<file path="config.mk">
export PLATFORM = sky130hd
export DESIGN_NAME = pll_lock_supervisor_flat
export DESIGN_NICKNAME = d
export VERILOG_FILES = /design/src/rtl/pll_lock_supervisor_if.sv /design/src/rtl/pll_lock_supervisor.sv /design/src/flat_wrapper.sv
export SDC_FILE = /design/constraint.sdc
export NUM_CORES = 1
export LEC_CHECK = 0
export BUFFER_PORTS_ARGS = -buffer_cell sky130_fd_sc_hd__clkbuf_2
export CAP_MARGIN = 5
export CORE_MARGIN = 2
export CORE_UTILIZATION = 29
export DETAILED_ROUTE_END_ITERATION = 10
export PLACE_DENSITY = 0.57
export SLEW_MARGIN = 5
export SYNTH_ARGS = -nofsm -noshare
export SYNTH_HDL_FRONTEND = slang
export SYNTH_SLANG_ARGS = --single-unit
</file>
<file path="constraint.sdc">
create_clock -name init_clk -period 6.4 [get_ports init_clk]
set_input_delay 0.96 -clock init_clk [delete_from_list [all_inputs] [get_ports init_clk]]
set_output_delay 0.96 -clock init_clk [all_outputs]
set_load 0.01 [all_outputs]
</file>
<file path="src/rtl/pll_lock_supervisor_if.sv">
// Signal bundle between the PLL lock supervisor and its PLL-side/system-side neighbours.
`timescale 1ns/1ps
interface pll_lock_supervisor_if #(
  parameter int NUM_PLL = 1
);
  logic [NUM_PLL-1:0]   pll_lock;
  logic [NUM_PLL-1:0]   recal;
  logic [NUM_PLL-1:0]   pll_rst;
  logic [6*NUM_PLL-1:0] icpsel;
  logic [3*NUM_PLL-1:0] lpfres;
  logic [NUM_PLL-1:0]   locked;
  logic [NUM_PLL-1:0]   fail;
  logic                 all_locked;

  modport master (
    output pll_lock, recal,
    input  pll_rst, icpsel, lpfres, locked, fail, all_locked
  );

  modport slave (
    input  pll_lock, recal,
    output pll_rst, icpsel, lpfres, locked, fail, all_locked
  );
endinterface

</file>
<file path="src/rtl/pll_lock_supervisor.sv">
// Per-channel PLL reset/lock sequencer: reset hold, lock timeout with retry, stability qualification.
// Lock input sees 2 sync cycles; locked is registered, all_locked one cycle later; no backpressure.
`timescale 1ns/1ps
module pll_lock_supervisor #(
  parameter int          NUM_PLL       = 1,
  parameter int          CLK_PERIOD_NS = 20,
  parameter logic [31:0] MULTI_FAC     = {4{8'd26}},
  parameter int          RST_HOLD_NS   = 1000,
  parameter int          LOCK_TO_NS    = 200000,
  parameter int          STABLE_CYC    = 1024,
  parameter int          MAX_RETRY     = 3
) (
  input logic                   init_clk,
  input logic                   resetn,
  pll_lock_supervisor_if.slave  bus
);

  localparam int RST_CYC = RST_HOLD_NS / CLK_PERIOD_NS;
  localparam int TO_CYC  = LOCK_TO_NS / CLK_PERIOD_NS;
  localparam int MAX_A   = (RST_CYC > TO_CYC) ? RST_CYC : TO_CYC;
  localparam int MAX_CYC = (MAX_A > STABLE_CYC) ? MAX_A : STABLE_CYC;
  localparam int CNT_W   = $clog2(MAX_CYC + 1);

  localparam logic [CNT_W-1:0] RST_LAST   = CNT_W'(RST_CYC - 1);
  localparam logic [CNT_W-1:0] TO_LAST    = CNT_W'(TO_CYC - 1);
  localparam logic [CNT_W-1:0] STB_LAST   = CNT_W'(STABLE_CYC - 1);
  localparam logic [CNT_W-1:0] CNT_ONE    = CNT_W'(1);
  localparam logic [3:0]       RETRY_LAST = 4'(MAX_RETRY - 1);

  typedef enum logic [2:0] {
    ST_RESET,
    ST_WAIT,
    ST_STABLE,
    ST_LOCKED,
    ST_FAIL
  } state_t;

  if (NUM_PLL < 1 || NUM_PLL > 4) begin : g_err_num
    $error("NUM_PLL must be 1..4");
  end
  if (MAX_RETRY < 1 || MAX_RETRY > 15) begin : g_err_retry
    $error("MAX_RETRY must be 1..15");
  end
  if (RST_CYC < 1 || TO_CYC < 1 || STABLE_CYC < 2) begin : g_err_cyc
    $error("hold/timeout/stable cycle counts out of range");
  end

  function automatic logic [5:0] icp_of(input logic [7:0] m);
    if (m <= 8'd16)      return 6'd6;
    else if (m <= 8'd32) return 6'd12;
    else if (m <= 8'd64) return 6'd24;
    else                 return 6'd48;
  endfunction

  function automatic logic [2:0] lpf_of(input logic [7:0] m);
    if (m <= 8'd16)      return 3'd2;
    else if (m <= 8'd32) return 3'd3;
    else if (m <= 8'd64) return 3'd4;
    else                 return 3'd5;
  endfunction

  logic [NUM_PLL-1:0] sync1_q;
  logic [NUM_PLL-1:0] sync2_q;
  logic [NUM_PLL-1:0] locked_vec;
  logic               all_locked_q;

  always_ff @(posedge init_clk or negedge resetn) begin
    if (!resetn) begin
      sync1_q      <= '0;
      sync2_q      <= '0;
      all_locked_q <= 1'b0;
    end else begin
      sync1_q      <= bus.pll_lock;
      sync2_q      <= sync1_q;
      all_locked_q <= &locked_vec;
    end
  end

  assign bus.all_locked = all_locked_q;

  for (genvar i = 0; i < NUM_PLL; i++) begin : g_ch
    localparam logic [7:0] MF = MULTI_FAC[8*i +: 8];

    if (MF == 8'd0) begin : g_err_mf
      $error("MULTI_FAC channel value of zero");
    end

    state_t           state_q;
    logic [CNT_W-1:0] cnt_q;
    logic [3:0]       retry_q;
    logic             rst_q;
    logic             lock_q;
    logic             fail_q;
    logic             lk;

    assign lk = sync2_q[i];

    // cnt_q is the hold timer in RESET, the timeout in WAIT, and the
    // consecutive-lock count in STABLE (the WAIT->STABLE sample counts as the first).
    always_ff @(posedge init_clk or negedge resetn) begin
      if (!resetn) begin
        state_q <= ST_RESET;
        cnt_q   <= '0;
        retry_q <= '0;
        rst_q   <= 1'b1;
        lock_q  <= 1'b0;
        fail_q  <= 1'b0;
      end else if (bus.recal[i]) begin
        state_q <= ST_RESET;
        cnt_q   <= '0;
        retry_q <= '0;
        rst_q   <= 1'b1;
        lock_q  <= 1'b0;
        fail_q  <= 1'b0;
      end else begin
        lock_q <= (state_q == ST_LOCKED) && lk;
        case (state_q)
          ST_RESET: begin
            if (cnt_q == RST_LAST) begin
              state_q <= ST_WAIT;
              cnt_q   <= '0;
              rst_q   <= 1'b0;
            end else begin
              cnt_q <= cnt_q + CNT_ONE;
            end
          end
          ST_WAIT: begin
            if (lk) begin
              state_q <= ST_STABLE;
              cnt_q   <= CNT_ONE;
            end else if (cnt_q == TO_LAST) begin
              cnt_q   <= '0;
              rst_q   <= 1'b1;
              retry_q <= retry_q + 4'd1;
              if (retry_q == RETRY_LAST) begin
                state_q <= ST_FAIL;
                fail_q  <= 1'b1;
              end else begin
                state_q <= ST_RESET;
              end
            end else begin
              cnt_q <= cnt_q + CNT_ONE;
            end
          end
          ST_STABLE: begin
            if (!lk) begin
              state_q <= ST_WAIT;
              cnt_q   <= '0;
            end else if (cnt_q == STB_LAST) begin
              state_q <= ST_LOCKED;
              cnt_q   <= '0;
              retry_q <= '0;
            end else begin
              cnt_q <= cnt_q + CNT_ONE;
            end
          end
          ST_LOCKED: begin
            if (!lk) begin
              state_q <= ST_RESET;
              cnt_q   <= '0;
              rst_q   <= 1'b1;
            end
          end
          ST_FAIL: begin
            rst_q  <= 1'b1;
            fail_q <= 1'b1;
          end
          default: begin
            state_q <= ST_RESET;
            cnt_q   <= '0;
            rst_q   <= 1'b1;
          end
        endcase
      end
    end

    assign bus.pll_rst[i]      = rst_q;
    assign bus.locked[i]       = lock_q;
    assign bus.fail[i]         = fail_q;
    assign locked_vec[i]       = lock_q;
    assign bus.icpsel[6*i +: 6] = icp_of(MF);
    assign bus.lpfres[3*i +: 3] = lpf_of(MF);
  end

endmodule
</file>
<file path="src/flat_wrapper.sv">
// flat-port wrapper written by rule: the top's interface ports become plain ports
module pll_lock_supervisor_flat 
#(
  parameter int          NUM_PLL       = 1,
  parameter int          CLK_PERIOD_NS = 20,
  parameter logic [31:0] MULTI_FAC     = {4{8'd26}},
  parameter int          RST_HOLD_NS   = 1000,
  parameter int          LOCK_TO_NS    = 200000,
  parameter int          STABLE_CYC    = 1024,
  parameter int          MAX_RETRY     = 3
)
  (init_clk, resetn, bus_pll_lock, bus_recal, bus_pll_rst, bus_icpsel, bus_lpfres, bus_locked, bus_fail, bus_all_locked);
  pll_lock_supervisor_if #(.NUM_PLL(NUM_PLL)) bus_i ();
  input logic init_clk;
  input logic resetn;
  input wire logic [$bits(bus_i.pll_lock)-1:0] bus_pll_lock;
  input wire logic [$bits(bus_i.recal)-1:0] bus_recal;
  output wire logic [$bits(bus_i.pll_rst)-1:0] bus_pll_rst;
  output wire logic [$bits(bus_i.icpsel)-1:0] bus_icpsel;
  output wire logic [$bits(bus_i.lpfres)-1:0] bus_lpfres;
  output wire logic [$bits(bus_i.locked)-1:0] bus_locked;
  output wire logic [$bits(bus_i.fail)-1:0] bus_fail;
  output wire logic [$bits(bus_i.all_locked)-1:0] bus_all_locked;
  assign bus_i.pll_lock = bus_pll_lock;
  assign bus_i.recal = bus_recal;
  assign bus_pll_rst = bus_i.pll_rst;
  assign bus_icpsel = bus_i.icpsel;
  assign bus_lpfres = bus_i.lpfres;
  assign bus_locked = bus_i.locked;
  assign bus_fail = bus_i.fail;
  assign bus_all_locked = bus_i.all_locked;
  pll_lock_supervisor #(.NUM_PLL(NUM_PLL), .CLK_PERIOD_NS(CLK_PERIOD_NS), .MULTI_FAC(MULTI_FAC), .RST_HOLD_NS(RST_HOLD_NS), .LOCK_TO_NS(LOCK_TO_NS), .STABLE_CYC(STABLE_CYC), .MAX_RETRY(MAX_RETRY)) u_core (.init_clk(init_clk), .resetn(resetn), .bus(bus_i));
endmodule
</file>
# --- After elaboration in Yosys (flattened, before gate mapping) ---
# Index checks and enable logic that the tools add are counted.
totals:
  reg_bits: 27
  output_inout_bits: 13
  elab_cells: 74
op_classes:
  addsub: 2
  eq_ne: 19
  n_mux: 35
  n_reduce_logical: 9
ops:
  columns: ["cell", "count"]
  rows:
  - ["14-bit 2-to-1 mux", 7]
  - ["14-bit case mux with 5 select lines", 1]
  - ["3-bit 2-to-1 mux", 8]
  - ["4-bit 2-to-1 mux", 5]
  - ["3-bit by 2-bit inequality test with 1-bit output, second input constant", 5]
  - ["3-bit case mux with 5 select lines", 1]
  - ["5-bit AND reduction", 3]
  - ["14-bit by 1-bit adder with 14-bit output, second input constant", 1]
  - ["14-bit by 10-bit == test with 1-bit output, second input constant", 1]
  - ["14-bit == test, second input constant", 1]
  - ["14-bit by 6-bit == test with 1-bit output, second input constant", 1]
  - ["1-bit 2-to-1 mux", 10]
  - ["4-bit case mux with 2 select lines", 1]
  - ["3-bit by 2-bit == test with 1-bit output, second input constant", 2]
  - ["3-bit inequality test, second input constant", 2]
  - ["3-bit nonzero test", 2]
  - ["4-bit by 1-bit adder with 4-bit output, second input constant", 1]
  - ["4-bit by 2-bit == test with 1-bit output, second input constant", 1]
  - ["2-bit inequality test, second input constant", 2]
  - ["4-bit by 2-bit inequality test with 1-bit output, second input constant", 1]
  - ["4-bit inequality test, second input constant", 1]
  - ["1-bit case mux with 4 select lines", 1]
  - ["4-bit AND reduction", 1]
  - ["3-bit by 1-bit == test with 1-bit output, second input constant", 1]
  - ["5 further kinds", 5]

# --- Depth between registers and ports, before layout ---
# Gate-level depths: netlist of the first run.
depth:
  ltp_word: 6
  ltp_mapped: 8

# --- Least setup slack after synthesis of the first run ---
# No wires, ideal clock.
synth_timing:
  path_kind: "register -> register"
  from: "reg u_core.g_ch[0].cnt_q[1]"
  to: "reg u_core.g_ch[0].state_q[0]"
  setup_ns: 0.094
  arrival_time_ns: 2.252
  t_required_ns: 6.306
  slack_ns: 4.054
  path_stages_with_launch: 8
  n_path_buf: 0
  path_cell_list: "dfrtp_1 inv_1 ha_1 or3b_2 or4_4 o2bb2ai_2 or4_1 a211oi_1"
synth_via:
  elab_chain_len: 3
  elab_cells_between_ends: 7
  classes_between: "6 x eq/ne; 1 x reduce/logical"
synth_rtl:
  columns: ["item", "line", "text"]
  rows:
  - ["start: declaration", "pll_lock_supervisor.sv:89", "logic [CNT_W-1:0] cnt_q;"]
  - ["start signal: assignment", "pll_lock_supervisor.sv:124", "cnt_q <= cnt_q + CNT_ONE;"]
  - ["start signal: assignment", "pll_lock_supervisor.sv:142", "cnt_q <= cnt_q + CNT_ONE;"]
  - ["start signal: assignment", "pll_lock_supervisor.sv:154", "cnt_q <= cnt_q + CNT_ONE;"]
  - ["14-bit by 10-bit == test with 1-bit output (tied with other cells)", "pll_lock_supervisor.sv:149", "end else if (cnt_q == STB_LAST) begin"]
  - ["4-bit inequality test (no source line) (tied with other cells)", null, null]
  - ["5-bit AND reduction (no source line) (*)", null, null]
  - ["end signal: assignment", "pll_lock_supervisor.sv:147", "state_q <= ST_WAIT;"]
  - ["end signal: assignment", "pll_lock_supervisor.sv:150", "state_q <= ST_LOCKED;"]
  - ["end signal: assignment", "pll_lock_supervisor.sv:159", "state_q <= ST_RESET;"]
  - ["end: declaration", "pll_lock_supervisor.sv:88", "state_t state_q;"]
# Every way passes the cells marked *; elsewhere a longest branch is shown, timed or not.
# A chain may end at the register's enable or synchronous reset.

# --- Worst setup path in the final report of the first run ---
layout_timing:
  from: "reg u_core.g_ch[0].cnt_q[0]"
  to: "reg u_core.g_ch[0].cnt_q[10]"
layout_via:
  elab_chain_len: 5
  elab_cells_between_ends: 11
  classes_between: "1 x add/sub; 3 x eq/ne; 7 x mux"
layout_rtl:
  columns: ["item", "line", "text"]
  rows:
  - ["14-bit by 1-bit adder with 14-bit output (tied with other cells)", "pll_lock_supervisor.sv:124, pll_lock_supervisor.sv:142, pll_lock_supervisor.sv:154", null]
  - ["14-bit 2-to-1 mux (on tied branches)", "pll_lock_supervisor.sv:149, pll_lock_supervisor.sv:131", null]
  - ["14-bit 2-to-1 mux (on tied branches)", "pll_lock_supervisor.sv:146, pll_lock_supervisor.sv:128", null]
  - ["14-bit case mux with 5 select lines (*)", "pll_lock_supervisor.sv:117", "case (state_q)"]
  - ["14-bit 2-to-1 mux (*)", "pll_lock_supervisor.sv:108", "end else if (bus.recal[i]) begin"]
# Marked as above.

==> results of run 1 <==
## per-stage QoR
| stage | std cells | util |
|---|---|---|
| final | 265 | 0.324 |
| after global routing | 265 | 0.324 |
| after CTS | 265 | 0.324 |
| after detailed placement | 261 | 0.315 |
| after global placement | 261 | 0.315 |
| after floorplan | 198 | - |
## logic make-up after synthesis
| family | after synthesis | synth area share |
|---|---|---|
| AO/OA/AOI/OAI | 42 | 0.177 |
| other | 2 | 0.00447 |
| adder cells (fa/ha/maj) | 4 | 0.0298 |
| buffers and inverters | 22 | 0.0700 |
| flip-flops | 27 | 0.403 |
| XOR/XNOR | 3 | 0.0157 |
| AND/OR/NAND/NOR | 90 | 0.294 |
| multiplexers | 1 | 0.00596 |
## power by group
part | total [mW] | internal, mW | switching (mW)
combinational | 0.0879 | 0.0336 | 0.0542
sequential | 0.204 | 0.181 | 0.0232
clock | 0.102 | 0.0443 | 0.0577
## final cells by class
type | instances | area, um^2 | area share
multi-input cells | 149 | 911 | 0.507
clock inverters | 1 | 7.51 | 0.00418
repair buffers | 10 | 57.6 | 0.0321
flip-flops and latches | 27 | 677 | 0.377
inverters | 3 | 11.3 | 0.00627
well taps | 72 | 90.1 | 0.0502
clock buffers | 3 | 41.3 | 0.0230
## worst register-to-register path: stages, from the launching register on
cell and delay (ns):
dfrtp_1 0.45, ha_1 0.17, or3b_2 0.43, or4_4 0.54
o2bb2ai_2 0.24, o21ai_0 0.70, buf_4 0.28, o211ai_1 0.10
## registers in the layout, indices dropped and copies added, names as in the netlist
register	count
u_core.bus.all_locked	1
u_core.g_ch.retry_q	4
u_core.g_ch.state_q	3
u_core.bus.pll_rst	1
u_core.g_ch.cnt_q	14
u_core.bus.locked	1
u_core.bus.fail	1
u_core.sync1_q	1
u_core.g_ch.lk	1
## cells in the final DEF (no fill, tap or decap), drive strengths merged, types with 2 or more instances in the layout
| master | netlist | final |
|---|---|---|
| nand2 | 27 | 27 |
| dfrtp | 26 | 26 |
| nor2 | 14 | 14 |
| o211ai | 12 | 12 |
| o21ai | 10 | 10 |
| clkbuf | 9 | 10 |
| nand3 | 9 | 9 |
| conb | 2 | 9 |
| nor2b | 4 | 4 |
| nand4 | 4 | 4 |
| a21oi | 4 | 4 |
| ha | 4 | 4 |
| or4 | 4 | 4 |
| inv | 3 | 3 |
| and3 | 3 | 3 |
| nand2b | 3 | 3 |
| nor3 | 3 | 3 |
| and4 | 3 | 3 |
| buf | 10 | 3 |
| nor3b | 2 | 2 |
| nand4b | 2 | 2 |
| nor4 | 2 | 2 |
| or3b | 2 | 2 |
| a211oi | 2 | 2 |
| xnor2 | 2 | 2 |
| nand3b | 2 | 2 |
| o2111ai | 2 | 2 |
| o31ai | 2 | 2 |
| o2bb2ai | 2 | 2 |
## worst max path at each step
stage                                         start                         to  slack [ns]  depth (start not counted)
after detailed placement   u_core.g_ch[0].cnt_q[11]   u_core.g_ch[0].cnt_q[10]        3.39                          6
after global placement    u_core.g_ch[0].state_q[0]    u_core.g_ch[0].cnt_q[7]        3.43                          5
after floorplan             u_core.g_ch[0].cnt_q[1]  u_core.g_ch[0].state_q[0]        4.05                          7
final                       u_core.g_ch[0].cnt_q[0]   u_core.g_ch[0].cnt_q[10]        3.37                          7
after CTS                   u_core.g_ch[0].cnt_q[0]   u_core.g_ch[0].cnt_q[10]        3.37                          7
after global routing      u_core.g_ch[0].state_q[0]    u_core.g_ch[0].cnt_q[7]        3.10                          5
## per-layer routing
layer  vias up  global-route usage
met1       617               0.170
met3         5              0.0169
met4         0              0.0525
li1        683                   -
met2        34               0.183
met5         -                   0
==> results.json, run 1 <==
{
  "hold-worst-slack_ns": 0.363,
  "cts-root-buf": "clkbuf_8",
  "start_kind": "flip-flop",
  "ys_seq_area_frac": 0.403,
  "place_worst_setup_slack_ns": 3.39,
  "synth.avg_cell_area_um2": 8.79,
  "post-synth-top-count-cell": "nand2_1",
  "final_area_um2": 1800,
  "timing.hold.worst.class": "flip-flop to flip-flop",
  "met1_length_um": 1730,
  "htreeDepth": 1,
  "total_cts_buffers": 3,
  "die_width_um": 80.1,
  "cts_max_path_buffers": 2,
  "final.setup_skew_ns": 0.00413,
  "detail_route.iter0.violations": 121,
  "rr_endpoint": "u_core.g_ch[0].cnt_q[10]",
  "timing.critical_path.slowest_cell_delay_ns": 0.70,
  "post_cts_resize_count": 0,
  "routed-via-count": 1339,
  "synthesis.instances": 191,
  "outcome": "finished clean",
  "synth_flop_cell": "dfrtp_1",
  "rsz_0062_raised_after_global_routing": "no",
  "min-delay-start": "u_core.sync1_q",
  "critical_path_required_ns": 6.56,
  "placementRows": 27,
  "cts_setup_buffers": 0,
  "power.static_leakage_nw": 0.720,
  "cts.reportedPaths.clkPinSlew_ns": 0.10,
  "initial_antenna_violation_count": 0,
  "route.detailed.wl_per_inst_um": 13.0,
  "ys_top_cells_by_count": "27 x nand2_1, 26 x dfrtp_1, 14 x nor2_1",
  "min_path_cells": 0,
  "crit-reg2reg-launch": "u_core.g_ch[0].cnt_q[0]",
  "wirelength_um": 3440,
  "portBuffers": 7,
  "end_kind": "flip-flop",
  "postCtsHoldBufs": 0,
  "route.detailed.vias_per_inst": 5.05,
  "place.gp.congestion": 0.803,
  "cts_tree": "built",
  "critical_path_class": "flip-flop to flip-flop",
  "final.setup.tns_ns": 0,
  "critical_path_arrival_ns": 3.19,
  "synth_enable_flop_cells": 0,
  "number_of_placed_i_o_pins": 17,
  "cp.buffers_inverters": 1,
  "die-area_um2": 6410,
  "max_slew_margin": 0.454,
  "ys_async_sr_fraction": 1.00,
  "drt.antenna.violating_nets": 0,
  "worst-r2r-setup-slack_ns": 3.37,
  "cell_taking_the_most_area_after_synthesis": "dfrtp_1",
  "p_total_mw": 0.394,
  "timing.critical_path.fanout_max": 12,
  "diodes": 0,
  "synthDominantCellAreaShare": 0.387,
  "drc": 0,
  "timing_max_transition_violations_final": 0,
  "tightest_pin_transition_ns": 0.810,
  "fp.dieH_um": 80.1,
  "yosys_register_bits": 27,
  "synthesis.yosys.warnings": 0,
  "synth.lib_cells_used.distinct": 49,
  "area_growth_pct": 6.93,
  "setup_slack_ns": 3.37,
  "synth_top_cells_by_area": "dfrtp_1 39%, nand2_1 6.0%, o211ai_1 5.4%",
  "critical-path-top-delay-family": "compound AO/OA/AOI/OAI gates",
  "power.density_cell_area_nw_per_um2": 220,
  "grt_first_pass_wirelength_um": 6020,
  "wl_met3_um": 147,
  "nNetsFinal": 202,
  "clock_latency_ns": 0.28,
  "coreArea_um2": 5540,
  "routed.top_layer": "met4",
  "number_of_sinks_driven_by_the_clock_tree": 27,
  "fmax_mhz": 330,
  "worst_path_max_delay_cell": "o21ai_0",
  "r2r_cells": 7,
  "groute.usage.overall": 0.121,
  "final_hold_viol_count": 0,
  "initial_cell_density_of_the_core": 0.303,
  "timing.critical_path.cells": "ha_1, or3b_2, or4_4, o2bb2ai_2, o21ai_0, buf_4, o211ai_1",
  "number_of_global_route_vias_before_repair": 1223,
  "place_hpwl_um": 2440,
  "setup_violations": 0,
  "layout_worst_path_cycle_share": 0.474,
  "min_delay_worst_endpoint": "u_core.g_ch[0].lk",
  "fin_crit_period_ns": 3.03,
  "filler_cell_count": 597,
  "share_of_cells_above_drive_strength_1": 0.109,
  "ir_worst_vdd_mv": 0.0806,
  "dr_wl_met2_um": 1510,
  "placed_area_um2": 1750,
  "grt_max_degree": 28,
  "drtPass1Iterations": 4,
  "grt_overflow_total": 0,
  "mappedNetlistArea_um2": 1680,
  "cap_viol_max_count": 0
}
No activity file was read; power rests on OpenSTA's default activity.
==> run 2: changes to the inputs <==
ABC_AREA = 1   (was not set)
clock period = 3.1 ns   (was 6.4 ns; I/O delays follow)
==> results.json, run 2 <==
{
  "mappedNetlistArea_um2": 1920,
  "p_total_mw": 1.10,
  "htreeDepth": 1,
  "critical_path_arrival_ns": 1.75,
  "max_slew_margin": 0.547,
  "ir_worst_vdd_mv": 0.228,
  "coreArea_um2": 6390,
  "final_hold_viol_count": 0,
  "diodes": 0,
  "instances_no_fill": 339,
  "utilization": 0.319,
  "outcome": "finished clean",
  "end_kind": "flip-flop",
  "drtPass1Iterations": 4,
  "regMostFlops": "u_core.g_ch.cnt_q",
  "nNetsFinal": 271,
  "drc": 0,
  "cap_viol_max_count": 0,
  "die-area_um2": 7270,
  "grt_first_pass_wirelength_um": 6780,
  "final_common_cell": "nand2_1",
  "groute.usage.overall": 0.113,
  "fmax_mhz": 632,
  "synth.lib_cells_used.distinct": 33,
  "setup_slack_ns": 1.52,
  "initial_antenna_violation_count": 0,
  "post_cts_resize_count": 0,
  "synth_flop_cell": "dfrtp_1",
  "setup_violations": 0,
  "cts_max_path_buffers": 2,
  "number_of_global_route_vias_before_repair": 1371,
  "number_of_placed_i_o_pins": 17,
  "start_kind": "flip-flop",
  "area_growth_pct": 6.27,
  "detail_route.iter0.violations": 83,
  "postCtsHoldBufs": 0,
  "grt_overflow_total": 0,
  "largestRegisters": "u_core.g_ch.cnt_q (14), u_core.g_ch.retry_q (4), u_core.g_ch.state_q (3)",
  "synthDominantCellAreaShare": 0.340,
  "share_of_cells_above_drive_strength_1": 0.202,
  "place.gp.congestion": 0.852,
  "final.setup.tns_ns": 0,
  "synth_top_cells_by_area": "dfrtp_1 34%, nand2_1 15%, nor2_1 5.5%",
  "initial_cell_density_of_the_core": 0.300,
  "final.setup_skew_ns": 0.00182,
  "ys_seq_area_frac": 0.353,
  "ys_async_sr_fraction": 1.00,
  "rsz_0062_raised_after_global_routing": "no",
  "routed-via-count": 1531,
  "largest_reg_flops": 14,
  "cts-root-buf": "clkbuf_8",
  "route.detailed.vias_per_inst": 4.52,
  "fin_crit_period_ns": 1.58,
  "cts_setup_buffers": 0,
  "timing.hold.worst.class": "primary input to asynchronous set/reset pin",
  "timing.critical_path.fanout_max": 9,
  "power.density_cell_area_nw_per_um2": 540,
  "synth.avg_cell_area_um2": 7.48,
  "route.detailed.wl_per_inst_um": 11.5,
  "place_worst_setup_slack_ns": 1.44,
  "cts_tree": "built",
  "synthesis.yosys.warnings": 0,
  "place_hpwl_um": 3020,
  "ys_top_cells_by_count": "74 x nand2_1, 28 x nor2_1, 26 x dfrtp_1",
  "total_cts_buffers": 3,
  "drt.antenna.violating_nets": 0,
  "placementRows": 29,
  "number_of_sinks_driven_by_the_clock_tree": 27,
  "critical_path_required_ns": 3.27,
  "fp.dieH_um": 85.3,
  "power.static_leakage_nw": 0.945,
  "wirelength_um": 3900,
  "critical_path_class": "flip-flop to flip-flop",
  "grt_max_degree": 28,
  "portBuffers": 7,
  "cell_taking_the_most_area_after_synthesis": "dfrtp_1",
  "timing_max_transition_violations_final": 0,
  "final_cell_mix": "74 x nand2_1, 28 x nor2_1, 26 x dfrtp_1",
  "die_width_um": 85.3,
  "cts.reportedPaths.clkPinSlew_ns": 0.09,
  "synth_enable_flop_cells": 0,
  "placedCellCount": 335,
  "synthesis.instances": 256,
  "clock_latency_ns": 0.27,
  "yosys_register_bits": 27,
  "layout_worst_path_cycle_share": 0.511,
  "tightest_pin_transition_ns": 0.680,
  "post-synth-top-count-cell": "nand2_1"
}
==> run 2: cell count changes after synthesis, moves of 7 or more <==
cell and change:
clkbuf_1 -9, inv_1 +15, nand2_1 +47, nor2_1 +14, nand3_2 +7, o211ai_1 -12, nor2_2 +14
==> run 2: final cells by class <==
type	instances	area [um^2]
Sequential cell	27	677
Fill cell	700	4350
Timing Repair Buffer	7	35.0
Tap cell	77	96.3
Multi-Input combinational cell	199	1080
Clock buffer	4	45.0
Inverter	25	104
==> run 2: routing by layer <==
| metal | vias to the layer above | global-route usage | share of wire |
|---|---|---|---|
| li1 | 805 | - | - |
| met1 | 698 | 0.173 | 0.53 |
| met2 | 26 | 0.171 | 0.44 |
| met3 | 2 | 0.0263 | 0.033 |
| met4 | 0 | 0.00433 | 0.0015 |
| met5 | - | 0 | 0 |
==> run 2: power by group <==
group | switching [mW] | total [mW] | internal, mW
registers | 0.0682 | 0.478 | 0.410
clock network | 0.107 | 0.199 | 0.0920
logic | 0.277 | 0.422 | 0.145
total | 0.452 | 1.10 | 0.646
==> run 2: worst max-delay path: stages, from the launching register on <==
cell and delay (ns):
dfrtp_1 0.45, ha_1 0.26, nand3_4 0.14, nor2_4 0.16
nand2_1 0.10, nand3_2 0.09, nand3_4 0.10, inv_6 0.13
nor2_2 0.04
==> run 2: through the flow <==
step	area [um^2]	hold WS [ns]
3_5_place_dp	1990	0.335
2_1_floorplan	1940	0.169
5_1_grt	2040	0.270
6_report	2040	0.216
4_1_cts	2040	0.248
3_3_place_gp	1990	0.334
==> run 2: kinds of logic after synthesis <==
group | synth area share
buf+inv | 0.0973
other cells | 0.00392
xor+xnor | 0.0183
simple gates | 0.433
fa+ha+maj | 0.0261
compound gates | 0.0679
flops | 0.353
==> run 2: worst paths after layout <==
check,from,end,slack (ns),depth (start not counted)
hold / removal,resetn,u_core.g_ch[0].cnt_q[2],0.22,1
hold reg to reg,u_core.sync1_q,u_core.g_ch[0].lk,0.35,0
max in group asynchronous,resetn,u_core.g_ch[0].cnt_q[13],2.45,1
setup / recovery,u_core.g_ch[0].cnt_q[0],u_core.g_ch[0].cnt_q[12],1.52,8
min in group init_clk,bus_pll_lock,u_core.sync1_q,0.29,1
setup reg to reg,u_core.g_ch[0].cnt_q[0],u_core.g_ch[0].cnt_q[12],1.52,8
==> run 3: changes to the inputs <==
ABC_AREA = 0   (was 1)
clock period = 1.6 ns   (was 3.1 ns; I/O delays follow)
==> results.json, run 3 (synthesized netlist as in run 1, its figures left out) <==
{
  "outcome": "finished, violations left",
  "failed_checks": "hold timing, setup timing",
  "regMostFlops": "u_core.g_ch.cnt_q",
  "setup_violations": 22,
  "postCtsHoldBufs": 0,
  "die-area_um2": 6410,
  "cts-root-buf": "clkbuf_8",
  "critical_path_required_ns": 1.80,
  "grt_max_degree": 28,
  "power.density_cell_area_nw_per_um2": 856,
  "final_cell_mix": "46 x buf_4, 27 x nand2_1, 26 x dfrtp_1",
  "end_kind": "flip-flop",
  "max_slew_margin": 0.543,
  "fp.dieH_um": 80.1,
  "wirelength_um": 4300,
  "placementRows": 27,
  "filler_cell_count": 560,
  "tightest_pin_transition_ns": 0.685,
  "detail_route.iter0.violations": 53,
  "ir_worst_vdd_mv": 0.635,
  "timing.critical_path.fanout_max": 4,
  "largest_reg_flops": 14,
  "total_cts_buffers": 3,
  "coreArea_um2": 5540,
  "groute.usage.overall": 0.139,
  "setup_slack_ns": -0.765,
  "layout_worst_path_cycle_share": 1.48,
  "number_of_placed_i_o_pins": 17,
  "placedCellCount": 304,
  "cts_tree": "built",
  "drtPass1Iterations": 4,
  "drt.antenna.violating_nets": 0,
  "largestRegisters": "u_core.g_ch.cnt_q (14), u_core.g_ch.retry_q (4), u_core.g_ch.state_q (3)",
  "instances_no_fill": 313,
  "routed-via-count": 1546,
  "critical_path_arrival_ns": 2.57,
  "rsz_0062_raised_after_global_routing": "yes",
  "die_width_um": 80.1,
  "place_hpwl_um": 3040,
  "critical_path_class": "flip-flop to flip-flop",
  "number_of_global_route_vias_before_repair": 1438,
  "htreeDepth": 1,
  "route.detailed.wl_per_inst_um": 13.7,
  "clock_latency_ns": 0.28,
  "grt_overflow_total": 0,
  "nNetsFinal": 250,
  "place_worst_setup_slack_ns": -0.770,
  "cap_viol_max_count": 0,
  "place.gp.congestion": 0.839,
  "cts.reportedPaths.clkPinSlew_ns": 0.10,
  "grt_first_pass_wirelength_um": 7040,
  "timing.hold.worst.class": "primary input to asynchronous set/reset pin",
  "portBuffers": 7,
  "initial_antenna_violation_count": 0,
  "share_of_cells_above_drive_strength_1": 0.344,
  "final_common_cell": "buf_4",
  "start_kind": "flip-flop",
  "route.detailed.vias_per_inst": 4.94,
  "fin_crit_period_ns": 2.37,
  "area_growth_pct": 35.7,
  "utilization": 0.411,
  "number_of_sinks_driven_by_the_clock_tree": 27,
  "hold-worst-slack_ns": -0.0205,
  "final.setup_skew_ns": 0.00317,
  "final_hold_viol_count": 26,
  "final.setup.tns_ns": -11.81,
  "diodes": 0,
  "timing_max_transition_violations_final": 0,
  "power.static_leakage_nw": 0.992,
  "drc": 0,
  "initial_cell_density_of_the_core": 0.303,
  "cts_max_path_buffers": 2,
  "fmax_mhz": 423
}
run 3: cell count changes in the layout (fill, tap and decap cells not counted), sizes merged, moves of 12 or more:
cell    change
buf        +51
nand2      -54
nand3      -16
nor2       -32
o211ai     +12
inv        -20
run 3: power by group:
| group | switching [mW] | internal (mW) |
|---|---|---|
| combinational | 0.376 | 0.391 |
| clock | 0.233 | 0.177 |
| sequential | 0.0464 | 0.726 |
| total | 0.656 | 1.29 |
run 3: metal layers:
layer | wire (um) | GRT usage | share of wire
met4 | 65 | 0.0458 | 0.015
met5 | 0 | 0 | 0
met1 | 2250 | 0.209 | 0.52
met3 | 69 | 0.0112 | 0.016
met2 | 1920 | 0.209 | 0.45
run 3: per-stage QoR:
step | total power, mW | instance area [um^2]
after global placement | 1.44 | 2110
after global routing | 2.06 | 2280
after floorplan | 1.16 | 1760
after CTS | 1.98 | 2220
after detailed placement | 1.45 | 2110
final | 1.95 | 2280
run 3: cell type report:
cell class                      instances  area (um^2)  area share
Multi-Input combinational cell        149         1010       0.445
Sequential cell                        27          677       0.297
Timing Repair Buffer                   58          437       0.192
Tap cell                               72         90.1      0.0395
Clock buffer                            3         41.3      0.0181
Inverter                                3         11.3     0.00494
Clock inverter                          1         7.51     0.00329
run 3: repair_timing:
item	in CTS	in global routing
resized for setup	14	7
endpoints found under the setup margin	22	22
pin swaps	11	9
buffers inserted	3	5
run 3: path summary, 6_finish.rpt:
check | to | from | depth (start not counted) | slack [ns]
worst max-delay path | u_core.g_ch[0].state_q[0] | u_core.g_ch[0].cnt_q[11] | 5 | -0.77
worst min-delay path | u_core.g_ch[0].lk | resetn | 1 | -0.02
worst max register to register | u_core.g_ch[0].state_q[0] | u_core.g_ch[0].cnt_q[11] | 5 | -0.77
worst min register to register | u_core.g_ch[0].lk | u_core.sync1_q | 0 | 0.36
max in group asynchronous | u_core.g_ch[0].cnt_q[4] | resetn | 1 | 1.19
min in group init_clk | u_core.sync1_q | bus_pll_lock | 1 | 0.06
run 3: worst max-delay path, stage by stage, from the launching register on:
cell and delay [ns]:
dfrtp_1 0.39, or4_4 0.55, or4_4 0.58, o2bb2ai_4 0.15, or4_4 0.42, a211oi_2 0.19
